<file path="config.mk">
export PLATFORM = sky130hd
export DESIGN_NAME = id_ex_pipe_reg
export DESIGN_NICKNAME = d
export VERILOG_FILES = /design/src/rtl/id_ex_pipe_reg.sv
export SDC_FILE = /design/constraint.sdc
export NUM_CORES = 1
export LEC_CHECK = 0
export CAP_MARGIN = 20
export CORE_AREA = 3 3 223 225
export CTS_CLUSTER_DIAMETER = 80
export DETAILED_ROUTE_END_ITERATION = 10
export DIE_AREA = 0 0 226 228
export DONT_BUFFER_PORTS = 1
export GPL_TIMING_DRIVEN = 0
export PLACE_DENSITY = 0.47
export SLEW_MARGIN = 25
export SYNTH_ARGS = -nofsm -noshare
export SYNTH_HDL_FRONTEND = slang
export SYNTH_SLANG_ARGS = --single-unit
export TNS_END_PERCENT = 20
</file>
<file path="constraint.sdc">
create_clock -name clk -period 2.4 [get_ports clk]
set_clock_uncertainty 0.1 [all_clocks]
set_input_delay 0.6 -clock clk [delete_from_list [all_inputs] [get_ports clk]]
set_output_delay 0.6 -clock clk [all_outputs]
set_load 0.005 [all_outputs]
</file>
<file path="src/rtl/id_ex_pipe_reg.sv">
// ID/EX pipeline register: one-cycle registered copy of decode fields, with flush/stall bubbles and a saturating bubble counter.
// Latency 1 clk; stall holds the stage, flush or an invalid decode inserts a bubble. Optional rs1/rs2 fields via ID_EX_FWD_INFO_EN.
// All outputs come straight from flops; there is no input-to-output combinational path.
module id_ex_pipe_reg #(
  parameter int DATA_W     = 64,
  parameter int REG_ADDR_W = 5
) (
  input  logic                  clk,
  input  logic                  reset,
  input  logic                  stall,
  input  logic                  flush,
  input  logic                  id_valid,
  input  logic [DATA_W-1:0]     id_pc,
  input  logic [DATA_W-1:0]     id_rs1_data,
  input  logic [DATA_W-1:0]     id_rs2_data,
  input  logic [DATA_W-1:0]     id_imm,
  input  logic [REG_ADDR_W-1:0] id_rd,
  input  logic [3:0]            id_funct,
  input  logic [1:0]            id_alu_op,
  input  logic                  id_alu_src,
  input  logic                  id_branch,
  input  logic                  id_mem_read,
  input  logic                  id_mem_write,
  input  logic                  id_mem_to_reg,
  input  logic                  id_reg_write,
`ifdef ID_EX_FWD_INFO_EN
  input  logic [REG_ADDR_W-1:0] id_rs1,
  input  logic [REG_ADDR_W-1:0] id_rs2,
  output logic [REG_ADDR_W-1:0] ex_rs1,
  output logic [REG_ADDR_W-1:0] ex_rs2,
`endif
  output logic                  ex_valid,
  output logic [DATA_W-1:0]     ex_pc,
  output logic [DATA_W-1:0]     ex_rs1_data,
  output logic [DATA_W-1:0]     ex_rs2_data,
  output logic [DATA_W-1:0]     ex_imm,
  output logic [REG_ADDR_W-1:0] ex_rd,
  output logic [3:0]            ex_funct,
  output logic [1:0]            ex_alu_op,
  output logic                  ex_alu_src,
  output logic                  ex_branch,
  output logic                  ex_mem_read,
  output logic                  ex_mem_write,
  output logic                  ex_mem_to_reg,
  output logic                  ex_reg_write,
  output logic [31:0]           bubble_cnt
);

  typedef struct packed {
    logic                  valid;
    logic [DATA_W-1:0]     pc;
    logic [DATA_W-1:0]     rs1_data;
    logic [DATA_W-1:0]     rs2_data;
    logic [DATA_W-1:0]     imm;
    logic [REG_ADDR_W-1:0] rd;
    logic [3:0]            funct;
    logic [1:0]            alu_op;
    logic                  alu_src;
    logic                  branch;
    logic                  mem_read;
    logic                  mem_write;
    logic                  mem_to_reg;
    logic                  reg_write;
`ifdef ID_EX_FWD_INFO_EN
    logic [REG_ADDR_W-1:0] rs1;
    logic [REG_ADDR_W-1:0] rs2;
`endif
  } stage_t;

  stage_t      id_st;
  stage_t      ex_st;
  logic [31:0] bubble_cnt_q;

  always_comb begin
    id_st            = '0;
    id_st.valid      = id_valid;
    id_st.pc         = id_pc;
    id_st.rs1_data   = id_rs1_data;
    id_st.rs2_data   = id_rs2_data;
    id_st.imm        = id_imm;
    id_st.rd         = id_rd;
    id_st.funct      = id_funct;
    id_st.alu_op     = id_alu_op;
    id_st.alu_src    = id_alu_src;
    id_st.branch     = id_branch;
    id_st.mem_read   = id_mem_read;
    id_st.mem_write  = id_mem_write;
    id_st.mem_to_reg = id_mem_to_reg;
    id_st.reg_write  = id_reg_write;
`ifdef ID_EX_FWD_INFO_EN
    id_st.rs1        = id_rs1;
    id_st.rs2        = id_rs2;
`endif
  end

  // A bubble is the all-zero stage: no writes, no branch, ALUOp=00 (add).
  always_ff @(posedge clk) begin
    if (reset) begin
      ex_st        <= '0;
      bubble_cnt_q <= '0;
    end else if (flush || (!stall && !id_valid)) begin
      ex_st        <= '0;
      bubble_cnt_q <= (bubble_cnt_q == 32'hFFFF_FFFF) ? bubble_cnt_q : bubble_cnt_q + 32'd1;
    end else if (!stall) begin
      ex_st        <= id_st;
    end
  end

  assign ex_valid      = ex_st.valid;
  assign ex_pc         = ex_st.pc;
  assign ex_rs1_data   = ex_st.rs1_data;
  assign ex_rs2_data   = ex_st.rs2_data;
  assign ex_imm        = ex_st.imm;
  assign ex_rd         = ex_st.rd;
  assign ex_funct      = ex_st.funct;
  assign ex_alu_op     = ex_st.alu_op;
  assign ex_alu_src    = ex_st.alu_src;
  assign ex_branch     = ex_st.branch;
  assign ex_mem_read   = ex_st.mem_read;
  assign ex_mem_write  = ex_st.mem_write;
  assign ex_mem_to_reg = ex_st.mem_to_reg;
  assign ex_reg_write  = ex_st.reg_write;
`ifdef ID_EX_FWD_INFO_EN
  assign ex_rs1        = ex_st.rs1;
  assign ex_rs2        = ex_st.rs2;
`endif
  assign bubble_cnt    = bubble_cnt_q;

endmodule

</file>
### Word-level counts from Yosys, hierarchy flattened

Index checks and enable logic that the tools add are counted.

* add/sub/neg operators: 1
* equality and inequality tests: 1
* bitwise logic cells: 1
* reduce and logical (&&, ||, !) cells: 6

Operator list (count)
* $add A32 B1 Y32 const B: 1
* $eq A32 B32 Y1 const B: 1
* $logic_not A1 Y1: 2
* $reduce_and A2 Y1: 1
* $reduce_or A2 Y1: 1
* $logic_and A1 B1 Y1: 1
* $logic_or A1 B1 Y1: 1
* $not A1 Y1: 1

* register bits after elaboration: 306
* input bits: 278
* output and inout bits: 306
* word-level logic and storage cells: 24

### Longest topological paths before layout

Gate-level depths: netlist (run 1).

* word-level depth: 4
* depth in mapped cells: 8
* gate-level depth less buffers: 6

### Least setup slack after synthesis (run 1)

Ideal clock, no wire load.

* path kind: register -> register
* from: register bubble_cnt_q[0], in the netlist bubble_cnt[0]
* to: register bubble_cnt_q[23], in the netlist bubble_cnt[23]
* library setup time: 0.121 ns
* data arrival time: 2.095 ns
* required time: 2.179 ns
* slack: 0.084 ns
* cell stages (with the launch flop): 9
* path buffers: 2
* period minus slack after synthesis: 2.316 ns
* cell sequence: dfxtp_1 > ha_1 > nand3_1 > or3_1 > clkbuf_1 > o31ai_4 > buf_2 > nor2_1 > mux2_2

* word-level cells in the longest chain between the ends: 3
* elaborated cells between the ends (all ways): 4
* classes of those cells: 1 x add/sub; 1 x eq/ne; 1 x bitwise; 1 x reduce/logical

RTL lines
* from (decl): line 72 `logic [31:0] bubble_cnt_q;`
* from (signal assigned): line 103 `bubble_cnt_q <= (bubble_cnt_q == 32'hFFFF_FFFF) ? bubble_cnt_q : bubble_cnt_q + 32'd1;`
* parallel branches: the longest is 3 deep, another holds $add A32 B1 Y32

Several ways; the timed one is not identified.
A chain may end at the register's enable or synchronous reset.

### Final worst setup path (run 1)

* from: register bubble_cnt_q[13], in the netlist bubble_cnt[13]
* to: register bubble_cnt_q[20], in the netlist bubble_cnt[20]

The elaborated chain is that of the path after synthesis.

==> flow_summary.html, run 1 <==
<table>
<tr><th>Metric</th><th>Value</th></tr>
<tr><th colspan="2">Routing</th></tr>
<tr><td>Routed length per instance</td><td>approximately 21 um</td></tr>
<tr><td>ANT nets after route</td><td>0</td></tr>
<tr><td>1st-pass router iterations</td><td>7</td></tr>
<tr><td>Via count of the routed design</td><td>between 7000 and 8000</td></tr>
<tr><td>Number of DRC markers after the initial detailed-route iteration</td><td>between 200 and 250</td></tr>
<tr><td>DRC violation count after routing</td><td>0</td></tr>
<tr><td>Detail-routed via count per cell</td><td>~4.5</td></tr>
<tr><td>Sum of routed wire length over all layers</td><td>~37 mm</td></tr>
<tr><th colspan="2">Hold path</th></tr>
<tr><td>Hold/Removal Path Class</td><td>input pin to flip-flop</td></tr>
<tr><td>Sink of the worst hold path</td><td>ex_rs1_data[25]</td></tr>
<tr><td>Worst hold stages</td><td>2</td></tr>
<tr><td>Min-delay src</td><td>id_rs1_data[25]</td></tr>
<tr><th colspan="2">Global route</th></tr>
<tr><td>Met2 track utilization from global routing</td><td>around 25%</td></tr>
<tr><td>Maximum number of pins on one net before global-route repair</td><td>14</td></tr>
<tr><td>Number of global-route vias before repair</td><td>around 8000</td></tr>
<tr><td>Most crowded layer after global routing</td><td>met2</td></tr>
<tr><td>M3 GR Usage</td><td>roughly 5.7%</td></tr>
<tr><td>GRT Util Overall</td><td>around 14%</td></tr>
<tr><td>Number of antenna violations at the first check in global routing</td><td>4</td></tr>
<tr><td>Remaining Overflow, GRT</td><td>0</td></tr>
<tr><td>Wire length of the first global-routing pass</td><td>54.1 mm</td></tr>
<tr><td>Global-route track usage on met1</td><td>approximately 14%</td></tr>
<tr><th colspan="2">Finish</th></tr>
<tr><td>Number of cells in the finished layout apart from fillers</td><td>roughly 1800</td></tr>
<tr><td>Area growth from synthesis to final layout</td><td>17.3%</td></tr>
<tr><td>Final layout net count</td><td>1407</td></tr>
<tr><td>Fraction of layout cells with a size suffix above 1</td><td>under 10%</td></tr>
<tr><td>Number of fill cells</td><td>a little over 5000</td></tr>
<tr><th colspan="2">Synth</th></tr>
<tr><td>Syn Nets</td><td>1369</td></tr>
<tr><td>Average cell area after synthesis</td><td>~10 um2</td></tr>
<tr><td>Fraction of the yosys area taken by sequential cells</td><td>about 55%</td></tr>
<tr><td>Yosys warning count</td><td>0</td></tr>
<tr><td>Number of enable flip-flop cells after synthesis</td><td>0</td></tr>
<tr><td>Post-synthesis adder-cell area fraction</td><td>less than 1%</td></tr>
<tr><td>Fraction of synthesized area in multiplexers</td><td>about a quarter</td></tr>
<tr><td>Syn Inst Count</td><td>~1100</td></tr>
<tr><td>Largest family of logic cells by synthesized area</td><td>multiplexers</td></tr>
<tr><td>Most frequently used flop master after synthesis</td><td>sky130_fd_sc_hd__dfxtp_1</td></tr>
<tr><td>#FFs+latches synth</td><td>roughly 310</td></tr>
<tr><td>Number of distinct library cells after synthesis</td><td>45</td></tr>
<tr><td>Post-Synth Simple-Gate Area</td><td>14.5%</td></tr>
<tr><td>FFs w/ async S/R, synth</td><td>0%</td></tr>
<tr><td>XOR/XNOR share of the synthesized area</td><td>less than 1%</td></tr>
<tr><td>Compound-gate portion of the synthesized area</td><td>2.49%</td></tr>
<tr><td>Post-Syn Area</td><td>around 11000 um2</td></tr>
<tr><th colspan="2">Power</th></tr>
<tr><td>Maximum ir drop on the vdd rail</td><td>0.470 mV</td></tr>
<tr><td>Final Total Pwr</td><td>0.0109 W</td></tr>
<tr><td>Cell Pwr Density</td><td>between 800 and 900 nW/um2</td></tr>
<tr><td>Static leakage</td><td>~5.3 nW</td></tr>
<tr><th colspan="2">CTS</th></tr>
<tr><td>Clock Latency Late Sink</td><td>roughly 0.52 ns</td></tr>
<tr><td>CTS tree</td><td>done</td></tr>
<tr><td>CTS clk-pin slew, worst paths</td><td>approximately 0.06 ns</td></tr>
<tr><td>H-tree Lvls</td><td>2</td></tr>
<tr><td>Clock sinks</td><td>a little over 300</td></tr>
<tr><td>Clock buffers created by TritonCTS</td><td>34</td></tr>
<tr><td>Number of buffers between clock root and the deepest sink</td><td>3</td></tr>
<tr><td>Root buffer cell</td><td>sky130_fd_sc_hd__clkbuf_16</td></tr>
<tr><th colspan="2">STA</th></tr>
<tr><td>Final slew viol count</td><td>0</td></tr>
<tr><td>Worst slew margin relative to its limit</td><td>between 40% and 50%</td></tr>
<tr><td>Worst-case hold slack</td><td>about 0.12 ns</td></tr>
<tr><td>Setup repair after global routing missed its margin</td><td>true</td></tr>
<tr><td>Final Hold Fails</td><td>0</td></tr>
<tr><td>Final Setup Violations</td><td>0</td></tr>
<tr><td>Tightest Pin Transition</td><td>0.891 ns</td></tr>
<tr><td>Period minus WS final</td><td>about 2.3 ns</td></tr>
<tr><td>Period utilization</td><td>96.9%</td></tr>
<tr><td>Least setup slack across all paths after layout</td><td>~0.075 ns</td></tr>
<tr><td>Maximum clock rate</td><td>~0.43 GHz</td></tr>
<tr><th colspan="2">Placed design</th></tr>
<tr><td>Count of placed standard cells including taps</td><td>between 1500 and 2000</td></tr>
<tr><td>Placer's final routability congestion estimate</td><td>0.808</td></tr>
<tr><td>PortBufs</td><td>0</td></tr>
<tr><td>Worst slack after detailed placement</td><td>-0.922 ns</td></tr>
<tr><td>DPL Wire Length</td><td>just under 30 mm</td></tr>
<tr><th colspan="2">Worst setup path</th></tr>
<tr><td>Reg2Reg Launch Point</td><td>bubble_cnt[13]</td></tr>
<tr><td>Critical path origin</td><td>bubble_cnt[13]</td></tr>
<tr><td>Critical path peak fanout</td><td>9</td></tr>
<tr><td>Critical path endpoint category</td><td>flip-flop</td></tr>
<tr><td>Critical path data arrival time</td><td>approximately 2.6 ns</td></tr>
<tr><td>Destination of the worst register-to-register timing path</td><td>bubble_cnt[20]</td></tr>
<tr><td>Setup slack on the worst flop-to-flop path</td><td>0.07 ns</td></tr>
<tr><td>Element type at the critical path start</td><td>flip-flop</td></tr>
<tr><td>Critical Path RT</td><td>about 2.7 ns</td></tr>
<tr><td>R2R cell count</td><td>5</td></tr>
<tr><td>Class of the most critical setup path</td><td>flip-flop to flip-flop</td></tr>
<tr><th colspan="2">Die</th></tr>
<tr><td>Std-Cell Core Area</td><td>around 48000 um2</td></tr>
<tr><td>Boundary pin count</td><td>between 500 and 600</td></tr>
<tr><td>FP Rows</td><td>80</td></tr>
<tr><td>Starting density of the core</td><td>about a quarter</td></tr>
<tr><td>Vertical die dimension</td><td>~230 um</td></tr>
<tr><td>Overall die area</td><td>approximately 52000 um2</td></tr>
<tr><td>Die Width</td><td>~230 um</td></tr>
<tr><th colspan="2">Job</th></tr>
<tr><td>Number of max-cap violations</td><td>0</td></tr>
<tr><th colspan="2">Run status</th></tr>
<tr><td>Status</td><td>finished, final reports clean</td></tr>
</table>
==> final cells by class <==
cell class | count | area, um2 | area share (%)
well taps | 615 | 769 | 5.84
repair buffers | 3 | 22.5 | 0.171
plain buffers | 68 | 288 | 2.18
clock inverters | 6 | 35.0 | 0.266
flip-flops and latches | 306 | 6160 | 46.7
diodes | 2 | 5.00 | 0.0380
inverters | 3 | 11.3 | 0.0854
multi-input cells | 712 | 4880 | 37.0
clock buffers | 54 | 1020 | 7.73
==> stage by stage <==
stage	setup TNS, ns	area [um2]	utilization [%]
final	0	13200	27.6
after global routing	-1.26	13200	27.6
after CTS	0	13100	27.5
after detailed placement	-145.59	12000	25.1
after global placement	-129.45	12000	25.1
after floorplan	0	11200	-
==> worst max-delay path: stages, from the launching register on <==
cell and delay [ns]:
sky130_fd_sc_hd__dfxtp_1 0.47, sky130_fd_sc_hd__nand3_1 0.21, sky130_fd_sc_hd__nor3_2 0.62, sky130_fd_sc_hd__nand3_1 0.21
sky130_fd_sc_hd__nor3b_1 0.26, sky130_fd_sc_hd__mux2_2 0.36
==> synthesized netlist by cell type (3+ instances only) <==
| master | count | area (um2) |
|---|---|---|
| sky130_fd_sc_hd__dfxtp_1 | 306 | 6130 |
| sky130_fd_sc_hd__nor2_1 | 299 | 1120 |
| sky130_fd_sc_hd__mux2i_1 | 274 | 2740 |
| sky130_fd_sc_hd__clkbuf_1 | 59 | 221 |
| sky130_fd_sc_hd__a21oi_1 | 14 | 70.1 |
| sky130_fd_sc_hd__nand2_1 | 13 | 48.8 |
| sky130_fd_sc_hd__nand4_1 | 12 | 75.1 |
| sky130_fd_sc_hd__o21ai_0 | 12 | 60.1 |
| sky130_fd_sc_hd__or3_1 | 12 | 75.1 |
| sky130_fd_sc_hd__nand3_1 | 8 | 40.0 |
| sky130_fd_sc_hd__nor2b_1 | 8 | 50.1 |
| sky130_fd_sc_hd__buf_1 | 7 | 26.3 |
| sky130_fd_sc_hd__mux2_2 | 6 | 67.6 |
| sky130_fd_sc_hd__or4_1 | 5 | 37.5 |
| sky130_fd_sc_hd__xnor2_1 | 5 | 43.8 |
| sky130_fd_sc_hd__xor2_1 | 5 | 43.8 |
| sky130_fd_sc_hd__inv_1 | 3 | 11.3 |
| sky130_fd_sc_hd__nor4_1 | 3 | 18.8 |
==> where the power goes <==
part	internal [W]	switching (W)
registers	0.00521	0.000128
clock network	0.00292	0.00207
logic	0.000262	0.000349
total	0.00839	0.00255
==> worst max path at each step <==
| stage | depth (start not counted) | end | slack (ns) |
|---|---|---|---|
| global placement | 6 | ex_rs1_data[49] | -0.87 |
| CTS | 5 | ex_pc[47] | 0.0004 |
| global route | 5 | ex_rs1_data[58] | -0.06 |
| detailed placement | 6 | ex_rs1_data[41] | -0.92 |
| finish | 5 | bubble_cnt[20] | 0.07 |
| floorplan | 8 | bubble_cnt[23] | 0.08 |
==> routing by layer <==
layer | routed length (um) | vias to the layer above
met5 | 17 | -
met2 | 19200 | 387
met1 | 13300 | 3692
met4 | 892 | 2
li1 | - | 3771
met3 | 3910 | 61
==> cells by family after synthesis <==
logic type,Yosys count
simple gates,379
flops,306
compound gates,42
buf+inv,72
mux,280
xor+xnor,10
fa+ha+maj,1
==> placed cells by master, fill, tap and decap left out, types with 4 or more instances in the layout <==
cell                        netlist  final
sky130_fd_sc_hd__nor2_1         299    299
sky130_fd_sc_hd__dfxtp_1        306    287
sky130_fd_sc_hd__mux2i_1        274    274
sky130_fd_sc_hd__clkbuf_1        59     61
sky130_fd_sc_hd__clkbuf_16        0     37
sky130_fd_sc_hd__dfxtp_2          0     16
sky130_fd_sc_hd__a21oi_1         14     14
sky130_fd_sc_hd__nand2_1         13     13
sky130_fd_sc_hd__nand4_1         12     12
sky130_fd_sc_hd__o21ai_0         12     12
sky130_fd_sc_hd__clkbuf_2         0     11
sky130_fd_sc_hd__or3_1           12     11
sky130_fd_sc_hd__nand3_1          8      8
sky130_fd_sc_hd__nor2b_1          8      8
sky130_fd_sc_hd__buf_1            7      7
sky130_fd_sc_hd__mux2_2           6      6
sky130_fd_sc_hd__xor2_1           5      5
sky130_fd_sc_hd__xnor2_1          5      5
sky130_fd_sc_hd__or4_1            5      5
sky130_fd_sc_hd__buf_4            0      4
sky130_fd_sc_hd__clkinv_2         0      4
==> what timing repair did <==
action,CTS,global route
setup buffers,1,2
pin swaps,1,2
hold endpoints to repair,0,0
setup endpoints to repair,68,120
hold buffers,0,0
resized for setup,16,32
(Power assumes the default switching activity.)
==> run 2: changes to the inputs <==
--- a/config.mk
+++ b/config.mk
@@ -12,7 +12,7 @@
 export DIE_AREA = 0 0 226 228
 export DONT_BUFFER_PORTS = 1
 export GPL_TIMING_DRIVEN = 0
-export PLACE_DENSITY = 0.47
+export PLACE_DENSITY = 0.45
 export SLEW_MARGIN = 25
 export SYNTH_ARGS = -nofsm -noshare
 export SYNTH_HDL_FRONTEND = slang
==> run 2 against run 1 <==
Fmax fell by 0.24%; sequential share of layout area fell by 0.67 points; largest power group is now clock; cell area up 1.3%; routed wire length increased by 1.7%; largest cell class unchanged.
==> flow_summary.html, run 2 (synthesized netlist as in run 1, its figures left out) <==
<table>
<tr><th>Metric</th><th>Value</th></tr>
<tr><th colspan="2">Worst setup path</th></tr>
<tr><td>Slowest stage delay, CP</td><td>about 0.48 ns</td></tr>
<tr><td>Destination of the worst register-to-register timing path</td><td>bubble_cnt[27]</td></tr>
<tr><td>Critical Path RT</td><td>roughly 2.8 ns</td></tr>
<tr><td>Class of the most critical setup path</td><td>flip-flop to flip-flop</td></tr>
<tr><td>Critical path data arrival time</td><td>2.69 ns</td></tr>
<tr><td>Element type at the critical path start</td><td>flip-flop</td></tr>
<tr><td>Kind of cell adding the most delay to the critical path</td><td>simple AND/OR/NAND/NOR gates</td></tr>
<tr><td>Critical path endpoint category</td><td>flip-flop</td></tr>
<tr><td>Critical path, cell by cell</td><td>nand4_2, or3_1, buf_6, or4_4, or3_1, a21oi_1</td></tr>
<tr><td>Capturing instance or port of the critical path</td><td>bubble_cnt[27]</td></tr>
<tr><td>R2R cell count</td><td>6</td></tr>
<tr><td>Setup slack on the worst flop-to-flop path</td><td>~0.07 ns</td></tr>
<tr><td>Critical path origin</td><td>bubble_cnt[15]</td></tr>
<tr><td>Reg2Reg Launch Point</td><td>bubble_cnt[15]</td></tr>
<tr><td>Crit. path cell count</td><td>6</td></tr>
<tr><td>Critical path peak fanout</td><td>7</td></tr>
<tr><td>Cell seen most often among critical-path stages</td><td>sky130_fd_sc_hd__or3_1</td></tr>
<tr><td>Number of buffer and inverter stages on the critical path</td><td>1</td></tr>
<tr><td>CP max-delay cell</td><td>sky130_fd_sc_hd__or4_4</td></tr>
<tr><th colspan="2">Global route</th></tr>
<tr><td>Number of global-route vias before repair</td><td>8378</td></tr>
<tr><td>GRT Util Overall</td><td>between 10% and 20%</td></tr>
<tr><td>Remaining Overflow, GRT</td><td>0</td></tr>
<tr><td>Maximum number of pins on one net before global-route repair</td><td>14</td></tr>
<tr><td>Wire length of the first global-routing pass</td><td>approximately 55 mm</td></tr>
<tr><td>Number of antenna violations at the first check in global routing</td><td>2</td></tr>
<tr><th colspan="2">Routing</th></tr>
<tr><td>Number of DRC markers after the initial detailed-route iteration</td><td>slightly above 300</td></tr>
<tr><td>1st-pass router iterations</td><td>4</td></tr>
<tr><td>Routed length per instance</td><td>~21 um</td></tr>
<tr><td>Sum of routed wire length over all layers</td><td>37.9 mm</td></tr>
<tr><td>DRC violation count after routing</td><td>0</td></tr>
<tr><td>Detail-routed via count per cell</td><td>approximately 4.5</td></tr>
<tr><td>ANT nets after route</td><td>0</td></tr>
<tr><td>Via count of the routed design</td><td>7955</td></tr>
<tr><th colspan="2">CTS</th></tr>
<tr><td>Number of buffers between clock root and the deepest sink</td><td>3</td></tr>
<tr><td>Count of hold-fix buffers inserted at cts</td><td>0</td></tr>
<tr><td>Clock sinks</td><td>306</td></tr>
<tr><td>Clock buffers created by TritonCTS</td><td>37</td></tr>
<tr><td>H-tree Lvls</td><td>2</td></tr>
<tr><td>Root buffer cell</td><td>sky130_fd_sc_hd__clkbuf_16</td></tr>
<tr><td>CTS clk-pin slew, worst paths</td><td>roughly 0.060 ns</td></tr>
<tr><td>CTS tree</td><td>done</td></tr>
<tr><td>Clock Latency Late Sink</td><td>about 0.53 ns</td></tr>
<tr><th colspan="2">Hold path</th></tr>
<tr><td>Min-delay src</td><td>id_pc[29]</td></tr>
<tr><td>Hold/Removal Path Class</td><td>input pin to flip-flop</td></tr>
<tr><th colspan="2">Finish</th></tr>
<tr><td>Area growth from synthesis to final layout</td><td>18.9%</td></tr>
<tr><td>Fin util</td><td>between 20% and 30%</td></tr>
<tr><td>Number of fill cells</td><td>a little over 5000</td></tr>
<tr><td>Commonest cells after routing, fill and taps aside</td><td>sky130_fd_sc_hd__nor2_1 (299), sky130_fd_sc_hd__dfxtp_1 (290), sky130_fd_sc_hd__mux2i_1 (274)</td></tr>
<tr><td>Fraction of layout cells with a size suffix above 1</td><td>under 10%</td></tr>
<tr><td>Final layout net count</td><td>1410</td></tr>
<tr><td>Most common cell after layout, fill and taps aside</td><td>sky130_fd_sc_hd__nor2_1</td></tr>
<tr><th colspan="2">Run status</th></tr>
<tr><td>Status</td><td>finished, final reports clean</td></tr>
<tr><th colspan="2">Die</th></tr>
<tr><td>Boundary pin count</td><td>slightly below 600</td></tr>
<tr><td>FP Rows</td><td>80</td></tr>
<tr><td>Std-Cell Core Area</td><td>roughly 48000 um2</td></tr>
<tr><td>Overall die area</td><td>slightly above 50000 um2</td></tr>
<tr><td>Starting density of the core</td><td>around a quarter</td></tr>
<tr><td>Die Width</td><td>approximately 230 um</td></tr>
<tr><td>Vertical die dimension</td><td>around 230 um</td></tr>
<tr><th colspan="2">STA</th></tr>
<tr><td>Final Setup Violations</td><td>0</td></tr>
<tr><td>Final Hold Fails</td><td>0</td></tr>
<tr><td>Worst slew margin relative to its limit</td><td>about two fifths</td></tr>
<tr><td>Final slew viol count</td><td>0</td></tr>
<tr><td>Tightest Pin Transition</td><td>just over 0.9 ns</td></tr>
<tr><td>Period minus WS final</td><td>2.33 ns</td></tr>
<tr><td>Period utilization</td><td>97.1%</td></tr>
<tr><td>Setup repair after global routing missed its margin</td><td>true</td></tr>
<tr><td>Total negative setup slack</td><td>0 ns</td></tr>
<tr><td>Maximum clock rate</td><td>about 0.43 GHz</td></tr>
<tr><th colspan="2">Power</th></tr>
<tr><td>Maximum ir drop on the vdd rail</td><td>0.480 mV</td></tr>
<tr><td>Final Total Pwr</td><td>0.0115 W</td></tr>
<tr><td>Static leakage</td><td>approximately 5.4 nW</td></tr>
<tr><td>Cell Pwr Density</td><td>between 800 and 900 nW/um2</td></tr>
<tr><th colspan="2">Placed design</th></tr>
<tr><td>PortBufs</td><td>0</td></tr>
<tr><td>DPL Wire Length</td><td>approximately 30 mm</td></tr>
<tr><td>Placer's final routability congestion estimate</td><td>between 0.8 and 0.9</td></tr>
<tr><th colspan="2">Job</th></tr>
<tr><td>Number of max-cap violations</td><td>0</td></tr>
</table>
run 2: changes by cell type in the layout (fill, tap and decap cells not counted), moves of 2 or more:
| cell | before | now |
|---|---|---|
| sky130_fd_sc_hd__dfxtp_1 | 287 | 290 |
| sky130_fd_sc_hd__buf_1 | 7 | 5 |
| sky130_fd_sc_hd__clkbuf_1 | 61 | 55 |
| sky130_fd_sc_hd__dfxtp_4 | 3 | 1 |
| sky130_fd_sc_hd__clkinv_2 | 4 | 6 |
| sky130_fd_sc_hd__inv_6 | 0 | 2 |
| sky130_fd_sc_hd__clkbuf_8 | 3 | 8 |
| sky130_fd_sc_hd__clkbuf_16 | 37 | 39 |
run 2: worst min path at each step:
stage          cells past startpoint         end  slack [ns]
6_report                           2   ex_pc[29]        0.11
5_1_grt                            2  ex_imm[62]        0.08
4_1_cts                            2  ex_imm[40]        0.07
3_5_place_dp                       2    ex_valid        0.38
3_3_place_gp                       2    ex_valid        0.38
2_1_floorplan                      2    ex_valid        0.35
run 2: timing repair:
item / CTS / global route
resized for setup: 14 / 33
setup endpoints to repair: 83 / 174
setup buffers: 1 / 2
endpoints found under the hold margin: 0 / 0
pin swaps: 1 / 2
run 2: area by class of cell:
type                       count  area, um2  area share, %
clock buffer                  54       1110           8.33
tap                          615        769           5.76
timing repair buffer           3       22.5          0.169
inverter                       3       11.3         0.0843
antenna                        1       2.50         0.0187
multi-input combinational    712       4880           36.6
sequential                   306       6150           46.0
clock inverter                12        113          0.843
buffer                        68        294           2.20
run 2: per-layer routing:
layer / vias to the layer above / global-route usage (%) / share of wire, %
li1: 3777 / - / -
met1: 3746 / 14.7 / 37
met2: 373 / 25.1 / 51
met3: 57 / 6.27 / 11
met4: 2 / 3.91 / 2.0
met5: - / 0 / 0.034
run 2: metrics by stage:
step,area (um2),instances,hold WS [ns],setup WS (ns)
5_1_grt,13400,1774,0.0767,-0.0660
3_3_place_gp,12000,1705,0.378,-0.826
4_1_cts,13300,1771,0.0661,-0.0985
2_1_floorplan,11200,1090,0.347,0.0840
3_5_place_dp,12000,1705,0.379,-0.900
6_report,13400,1774,0.112,0.0689
run 2: where the power goes:
part / total (W) / switching, W / internal (W)
clock: 0.00555 / 0.00220 / 0.00335
sequential: 0.00535 / 0.000132 / 0.00521
combinational: 0.000616 / 0.000352 / 0.000264
run 2: worst register-to-register path, stage by stage, from the launching register on:
cell and delay, ns:
sky130_fd_sc_hd__dfxtp_1 0.46, sky130_fd_sc_hd__nand4_2 0.17, sky130_fd_sc_hd__or3_1 0.41, sky130_fd_sc_hd__buf_6 0.15
sky130_fd_sc_hd__or4_4 0.48, sky130_fd_sc_hd__or3_1 0.35, sky130_fd_sc_hd__a21oi_1 0.14
